$ cat config.mk
export PLATFORM = sky130hd
export DESIGN_NAME = serial_subtractor_nbit_flat
export DESIGN_NICKNAME = d
export VERILOG_FILES = /design/src/rtl/serial_subtractor_nbit_if.sv /design/src/rtl/serial_subtractor_nbit.sv /design/src/flat_wrapper.sv
export SDC_FILE = /design/constraint.sdc
export NUM_CORES = 1
export LEC_CHECK = 0
export ABC_CLOCK_PERIOD_IN_PS = 2000
export BUFFER_PORTS_ARGS = -buffer_cell sky130_fd_sc_hd__buf_2
export CAP_MARGIN = 20
export CORE_MARGIN = 4
export CORE_UTILIZATION = 50
export DETAILED_ROUTE_END_ITERATION = 8
export PLACE_DENSITY = 0.87
export SYNTH_ARGS = -nofsm -noshare
export SYNTH_HDL_FRONTEND = slang
export SYNTH_SLANG_ARGS = --single-unit
export TNS_END_PERCENT = 50
$ cat constraint.sdc
create_clock -name clk -period 2 [get_ports clk]
set_clock_uncertainty 0.2 [all_clocks]
set_input_delay 0.3 -clock clk [delete_from_list [all_inputs] [get_ports clk]]
set_output_delay 0.3 -clock clk [all_outputs]
set_load 0.02 [all_outputs]
$ cat src/rtl/serial_subtractor_nbit_if.sv
// Operand/result bus for the bit-serial subtractor.
//
// Handshake semantics (both channels): a transfer happens on a rising clk
// edge where valid and ready are both high. The producer drives valid and
// the payload; the consumer drives ready. Ready and valid from the
// subtractor are decoded from registered state only, so neither one
// depends combinationally on the other side's signals.
interface serial_subtractor_nbit_if #(
    parameter int WIDTH = 8
);
    logic             in_valid;
    logic             in_ready;
    logic [WIDTH-1:0] a;
    logic [WIDTH-1:0] b;
    logic             out_valid;
    logic             out_ready;
    logic [WIDTH-1:0] diff;
    logic             borrow_out;

    // Side that supplies operands and consumes results.
    modport master (
        output in_valid, a, b, out_ready,
        input  in_ready, out_valid, diff, borrow_out
    );

    // The subtractor itself.
    modport slave (
        input  in_valid, a, b, out_ready,
        output in_ready, out_valid, diff, borrow_out
    );
endinterface

$ cat src/rtl/serial_subtractor_nbit.sv
// Bit-serial unsigned subtractor: one operand pair is accepted, processed
// LSB first through a 1-bit subtract cell with a registered borrow, and the
// WIDTH-bit difference plus final borrow are presented until consumed.
module serial_subtractor_nbit #(
    parameter int WIDTH = 8
) (
    input  logic                     clk,
    input  logic                     rst_n,
    serial_subtractor_nbit_if.slave  bus,
    output logic [1:0]               dbg_state
);

    localparam int CW = (WIDTH > 1) ? $clog2(WIDTH) : 1;
    localparam logic [CW-1:0] LAST_BIT = CW'(WIDTH - 1);

    if (WIDTH < 2 || WIDTH > 32) begin : g_bad_width
        $error("serial_subtractor_nbit: WIDTH must lie in 2..32");
    end

    typedef enum logic [1:0] {
        IDLE  = 2'd0,
        SHIFT = 2'd1,
        DONE  = 2'd2
    } state_t;

    state_t           state_q;
    state_t           state_d;

    logic [WIDTH-1:0] a_q;
    logic [WIDTH-1:0] b_q;
    logic [WIDTH-1:0] diff_q;
    logic             br_q;
    logic             borrow_q;
    logic [CW-1:0]    cnt_q;

    // Control strobes from the next-state decode.
    logic             accept;
    logic             shift_en;
    logic             last_bit;

    // 1-bit subtract cell on the current LSBs and the stored borrow.
    logic             a0;
    logic             b0;
    logic             d_bit;
    logic             br_next;

    assign a0      = a_q[0];
    assign b0      = b_q[0];
    assign d_bit   = a0 ^ b0 ^ br_q;
    assign br_next = (~a0 & b0) | (~(a0 ^ b0) & br_q);

    // State register.
    always_ff @(posedge clk or negedge rst_n) begin
        if (!rst_n) begin
            state_q <= IDLE;
        end else begin
            state_q <= state_d;
        end
    end

    // Next-state decode and datapath strobes.
    always_comb begin
        state_d  = state_q;
        accept   = 1'b0;
        shift_en = 1'b0;
        last_bit = 1'b0;
        case (state_q)
            IDLE: begin
                if (bus.in_valid) begin
                    accept  = 1'b1;
                    state_d = SHIFT;
                end
            end
            SHIFT: begin
                shift_en = 1'b1;
                if (cnt_q == LAST_BIT) begin
                    last_bit = 1'b1;
                    state_d  = DONE;
                end
            end
            DONE: begin
                // Releasing a result always passes through IDLE, so a new
                // operand pair is never taken on the release edge.
                if (bus.out_ready) begin
                    state_d = IDLE;
                end
            end
            default: begin
                state_d = IDLE;
            end
        endcase
    end

    // Operand capture, bit-serial shifting and result registers.
    always_ff @(posedge clk or negedge rst_n) begin
        if (!rst_n) begin
            a_q      <= '0;
            b_q      <= '0;
            diff_q   <= '0;
            br_q     <= 1'b0;
            borrow_q <= 1'b0;
            cnt_q    <= '0;
        end else if (accept) begin
            a_q   <= bus.a;
            b_q   <= bus.b;
            br_q  <= 1'b0;
            cnt_q <= '0;
        end else if (shift_en) begin
            a_q    <= a_q >> 1;
            b_q    <= b_q >> 1;
            // Each new difference bit enters at the MSB; after WIDTH shifts
            // bit 0 has reached the LSB position.
            diff_q <= {d_bit, diff_q[WIDTH-1:1]};
            br_q   <= br_next;
            cnt_q  <= cnt_q + CW'(1);
            if (last_bit) begin
                borrow_q <= br_next;
            end
        end
    end

    assign bus.in_ready   = (state_q == IDLE);
    assign bus.out_valid  = (state_q == DONE);
    assign bus.diff       = diff_q;
    assign bus.borrow_out = borrow_q;
    assign dbg_state      = state_q;

endmodule
$ cat src/flat_wrapper.sv
// flat-port wrapper written by rule: the top's interface ports become plain ports
module serial_subtractor_nbit_flat 
#(
    parameter int WIDTH = 8
)
  (clk, rst_n, dbg_state, bus_in_valid, bus_a, bus_b, bus_out_ready, bus_in_ready, bus_out_valid, bus_diff, bus_borrow_out);
  serial_subtractor_nbit_if #(.WIDTH(WIDTH)) bus_i ();
  input  logic clk;
  input  logic rst_n;
  output logic [1:0] dbg_state;
  input wire logic [$bits(bus_i.in_valid)-1:0] bus_in_valid;
  input wire logic [$bits(bus_i.a)-1:0] bus_a;
  input wire logic [$bits(bus_i.b)-1:0] bus_b;
  input wire logic [$bits(bus_i.out_ready)-1:0] bus_out_ready;
  output wire logic [$bits(bus_i.in_ready)-1:0] bus_in_ready;
  output wire logic [$bits(bus_i.out_valid)-1:0] bus_out_valid;
  output wire logic [$bits(bus_i.diff)-1:0] bus_diff;
  output wire logic [$bits(bus_i.borrow_out)-1:0] bus_borrow_out;
  assign bus_i.in_valid = bus_in_valid;
  assign bus_i.a = bus_a;
  assign bus_i.b = bus_b;
  assign bus_i.out_ready = bus_out_ready;
  assign bus_in_ready = bus_i.in_ready;
  assign bus_out_valid = bus_i.out_valid;
  assign bus_diff = bus_i.diff;
  assign bus_borrow_out = bus_i.borrow_out;
  serial_subtractor_nbit #(.WIDTH(WIDTH)) u_core (.clk(clk), .rst_n(rst_n), .bus(bus_i), .dbg_state(dbg_state));
endmodule
Word level (Yosys, flattened, before mapping):

Index checks and enable logic that the tools add are counted.

* register bits: 31
* input port bits: 20
* output and inout bits: 13

* bitwise gates (word level): 8
* muxes and demuxes: 17
* eq/ne operators: 6
* add/subtract/negate cells: 1
* reduce and logical (&&, ||, !) cells: 5

Operators with widths (number)
* $mux 8: 4
* $mux 1: 7
* $mux 2: 3
* $mux 3: 2
* $pmux 2 s3: 1
* $reduce_and 3->1: 2
* $ne 2x2->1 const B: 2
* $add 3x1->3 const B: 1
* $eq 3x3->1 const B: 1
* $not 1->1: 3
* $and 1x1->1: 2
* $eq 2x1->1 const B: 1
* $eq 2x2->1 const B: 1
* $logic_not 2->1: 1
* $ne 2x1->1 const B: 1
* $reduce_and 2->1: 1
* $reduce_bool 2->1: 1
* $xor 1x1->1: 2
* $or 1x1->1: 1

Depth between registers and ports, before layout:

* depth in word-level cells: 6
* mapped depth: 5
* gate-level depth less buffers: 5

Least setup slack after synthesis:

Ideal clock, no wire load.

* path type: flip-flop to output port
* start: reg u_core.state_q[1] (netlist: u_core.dbg_state[1])
* end: out bus_out_valid
* stages on the path, launching flop included: 5
* slack: 0.373 ns
* required time: 1.500 ns
* arrival time: 1.127 ns
* buffers on the path: 2
* cells stage by stage: dfrtp_1 > buf_4 > inv_2 > buf_6 > nor2_1

* cells in the longest elaborated chain, start to end: 1

Ends and longest elaborated chain
* start, declared: line serial_subtractor_nbit.sv:26 `state_t state_q;`
* start signal, assigned: line serial_subtractor_nbit.sv:57 `state_q <= state_d;`
* $eq 2x2->1: line serial_subtractor_nbit.sv:123 `assign bus.out_valid = (state_q == DONE);`
* end, declared: line flat_wrapper.sv:16 `output wire logic [$bits(bus_i.out_valid)-1:0] bus_out_valid;`

No other way between the ends.

Final worst setup path:

Same ends and word-level chain as after synthesis.

==> metrics.md <==
| Metric | Value |
|---|---|
| Status | complete, no violations |
| Type of element capturing the critical path | output port |
| Top Usage Layer GRT | met2 |
| Wire length of the first global-routing pass | 4.90 mm |
| Max transition margin | 56.2% |
| Remaining antenna violation count | 0 |
| Routing usage on met1 | 23.4% |
| Clock input transition at the sequential cells of the worst setup and hold paths | 80 ps |
| Number of search-and-repair iterations in the first detailed-routing pass | 4 |
| Achievable frequency | 559 MHz |
| Deepest level of the CTS H-tree | 2 |
| Max Transition Viols Final | 0 |
| Unrepaired setup endpoints after global routing | no |
| Final Net Count | 180 |
| Global-route usage over all layers | 18.0% |
| Die Span X | around 61 um |
| Drt drc | 0 |
| Transition at the pin with the smallest max-transition slack | 657 ps |
| Area of the multi-input gates | 554 um^2 |
| Initial detailed-routing violation count | 52 |
| Instance area after placement | 1550 um^2 |
| Number of antenna violations at the first check in global routing | 0 |
| Sequential element share of the synthesized area | 54.5% |
| Clock latency of the later-clocked register in the worst-skew pair | 320 ps |
| Final TNS setup | 0 ps |
| Leakage component of the power | 0.748 nW |
| Fill cell instance count of the final layout | 242 |
| Number of global-route vias before repair | 1,092 |
| Number of hold violations in the final report | 0 |
| End-of-flow core utilization | 59.4% |
| Number of clock sinks | 31 |
| Hold Crit Class | in -> reg |
| Critical-path cell with the highest stage delay | sky130_fd_sc_hd__dfrtp_2 |
| Worst Path Required | about 1500 ps |
| Worst supply voltage drop on vdd | 0.996 mV |
| Most common cell after layout, fill and taps aside | sky130_fd_sc_hd__buf_2 |
| Overall die height | 61.4 um |
| Detailed-route wire length | 2.88 mm |
| Initial core utilization | 52.1% |
| Mapped Cells | 125 |
| Data arrival time of the worst path | 1290 ps |
| Area Overhead vs Synth | 14.0% |
| Area of the die | 3770 um^2 |
| Final antenna diode count | 0 |
| Layout cell share with drive strength beyond 1 | between 30% and 40% |
| Register cell area after layout | 777 um^2 |
| Met2 capacity usage during global routing | about 28% |
| Number of endpoints failing setup at the final stage | 0 |
| Synth Net Count | 148 |
| Cell-by-cell listing of the critical path | inv_2 > nor2_1 > buf_2 |
| Number of top-level pins | 33 |
| Highest cell delay on the worst timing path | 490 ps |
| Category of the worst setup path launch point | flip-flop |
| Average detailed-routed wire length per instance | 15.2 um |
| HPWL after detailed placement | 2.07 mm |
| Cell chosen for the clock root | sky130_fd_sc_hd__clkbuf_4 |
| Synth warn | 0 |
| Sum of overflow across all layers after global routing | 0 |
| Pin count of the biggest net entering global routing | 32 |
| Top library cells by usage in the layout, fill and taps aside | sky130_fd_sc_hd__buf_2 (32), sky130_fd_sc_hd__dfrtp_1 (30), sky130_fd_sc_hd__o22ai_1 (27), sky130_fd_sc_hd__a21oi_1 (14), sky130_fd_sc_hd__o21ai_0 (7) |
| Period utilisation layout | 89.4% |
| Port Buffers | 32 |
| Number of CTS-inserted buffers | 5 |
| Critical path class | reg -> out |
| Met3 Resource Use GR | 4.61% |
| Seq cells post-synth | 31 |
| Yosys cell types | 23 |
| Max Buffers Root-to-Sink | 2 |
| Synthesized area per cell | around 11 um^2 |
| Crit-path max FO | 16 |
| Average vias per placed instance | approximately 5.8 |
| Max Cap Viol | 0 |
| TritonCTS clock tree | done |
| Synth Cell Area | about 1400 um^2 |
| Final Critical Period | 1790 ps |
| Cell row count | 19 |
| Via total after detailed routing | between 1k and 1.5k |
| Core box area | 2730 um^2 |
| Final RePlAce weighted congestion | 0.790 |
| Total power divided by cell area | around 1700 nW/um^2 |
| Final non-filler cell area | 1620 um^2 |
[area by class of cell]
class / count / share of cell area, %
clock buffers: 7 / 2.78
clock inverters: 1 / 0.308
inverters: 4 / 0.925
multi-input cells: 80 / 34.2
flip-flops and latches: 31 / 47.9
well taps: 31 / 2.39
repair buffers: 35 / 11.6
[Yosys cell counts]
cell type / n / area [um^2]
sky130_fd_sc_hd__nand2b_4: 1 / 13.8
sky130_fd_sc_hd__buf_4: 4 / 30.0
sky130_fd_sc_hd__o221a_2: 1 / 11.3
sky130_fd_sc_hd__o21ai_0: 7 / 35.0
sky130_fd_sc_hd__mux2_2: 4 / 45.0
sky130_fd_sc_hd__o31ai_1: 1 / 7.51
sky130_fd_sc_hd__buf_2: 3 / 15.0
sky130_fd_sc_hd__inv_1: 3 / 11.3
sky130_fd_sc_hd__o22ai_1: 27 / 169
sky130_fd_sc_hd__a21oi_1: 14 / 70.1
sky130_fd_sc_hd__nand2_1: 4 / 15.0
sky130_fd_sc_hd__nor2_1: 6 / 22.5
sky130_fd_sc_hd__nor2b_1: 2 / 12.5
sky130_fd_sc_hd__or2_2: 1 / 6.26
sky130_fd_sc_hd__ha_1: 2 / 25.0
sky130_fd_sc_hd__fa_1: 1 / 20.0
sky130_fd_sc_hd__nand3b_1: 2 / 15.0
sky130_fd_sc_hd__dfrtp_1: 31 / 776
sky130_fd_sc_hd__buf_6: 3 / 33.8
sky130_fd_sc_hd__mux2_4: 4 / 60.1
sky130_fd_sc_hd__a22o_1: 2 / 17.5
sky130_fd_sc_hd__inv_2: 1 / 3.75
sky130_fd_sc_hd__nand2b_2: 1 / 8.76
[sequential cells by signal, indices dropped and copies added (netlist names)]
| name | cells |
|---|---|
| u_core.a_q | 8 |
| u_core.b_q | 8 |
| u_core.br_q | 1 |
| u_core.bus.borrow_out | 1 |
| u_core.bus.diff | 8 |
| u_core.cnt_q | 3 |
| u_core.dbg_state | 2 |
[power breakdown]
part	switching (mW)	internal [mW]
clock	0.192	0.137
sequential	0.247	0.930
combinational	0.620	0.555
total	1.06	1.62
[metal layers]
| metal | share of wire, % | wire length, um |
|---|---|---|
| met4 | 1.6 | 45 |
| met3 | 8.2 | 235 |
| met5 | 0 | 0 |
| met1 | 45 | 1290 |
| met2 | 46 | 1310 |
[stage by stage]
step	setup slack (ps)	hold WS [ps]	instances	power, mW
6_report	212	19.1	189	2.68
5_1_grt	124	21.8	189	2.92
4_1_cts	105	9.00	189	2.71
3_5_place_dp	357	170	179	2.37
3_3_place_gp	443	163	179	2.28
2_1_floorplan	373	-196	125	2.10
[final timing paths]
| path | from | endpoint | slack [ps] | depth (start not counted) |
|---|---|---|---|---|
| setup / recovery | u_core.dbg_state[1] | bus_out_valid | 210 | 3 |
| hold / removal | bus_b[7] | u_core.b_q[7] | 20 | 3 |
| setup reg to reg | u_core.dbg_state[1] | u_core.bus.diff[1] | 470 | 2 |
| hold reg to reg | u_core.bus.borrow_out | u_core.bus.borrow_out | 300 | 2 |
| max in group asynchronous | rst_n | u_core.dbg_state[1] | 790 | 2 |
| min in group asynchronous | rst_n | u_core.bus.diff[0] | 340 | 2 |
[critical path: cells and delay by family, from the launching register on]
| kind | cells | cell delay (ps) |
|---|---|---|
| and+or+nand+nor | 1 | 60 |
| DFF | 1 | 490 |
| buffers and inverters | 2 | 410 |
[logic make-up (layout without fill, tap and decap cells)]
logic type | after synthesis | in the layout | share of synthesized area, %
multiplexers | 8 | 8 | 7.38
adder cells (fa/ha/maj) | 3 | 3 | 3.16
buffers and inverters | 14 | 47 | 6.59
AO/OA/AOI/OAI | 52 | 52 | 21.8
AND/OR/NAND/NOR | 17 | 17 | 6.59
flip-flops | 31 | 31 | 54.5
[repair_timing]
item,4_1_cts,5_1_grt
endpoints found under the hold margin,32,0
setup endpoints to repair,0,1
gates resized for setup,0,1
buffers inserted,0,0
hold buffers,2,0
Note: power is estimated with default switching activity, not from simulation.
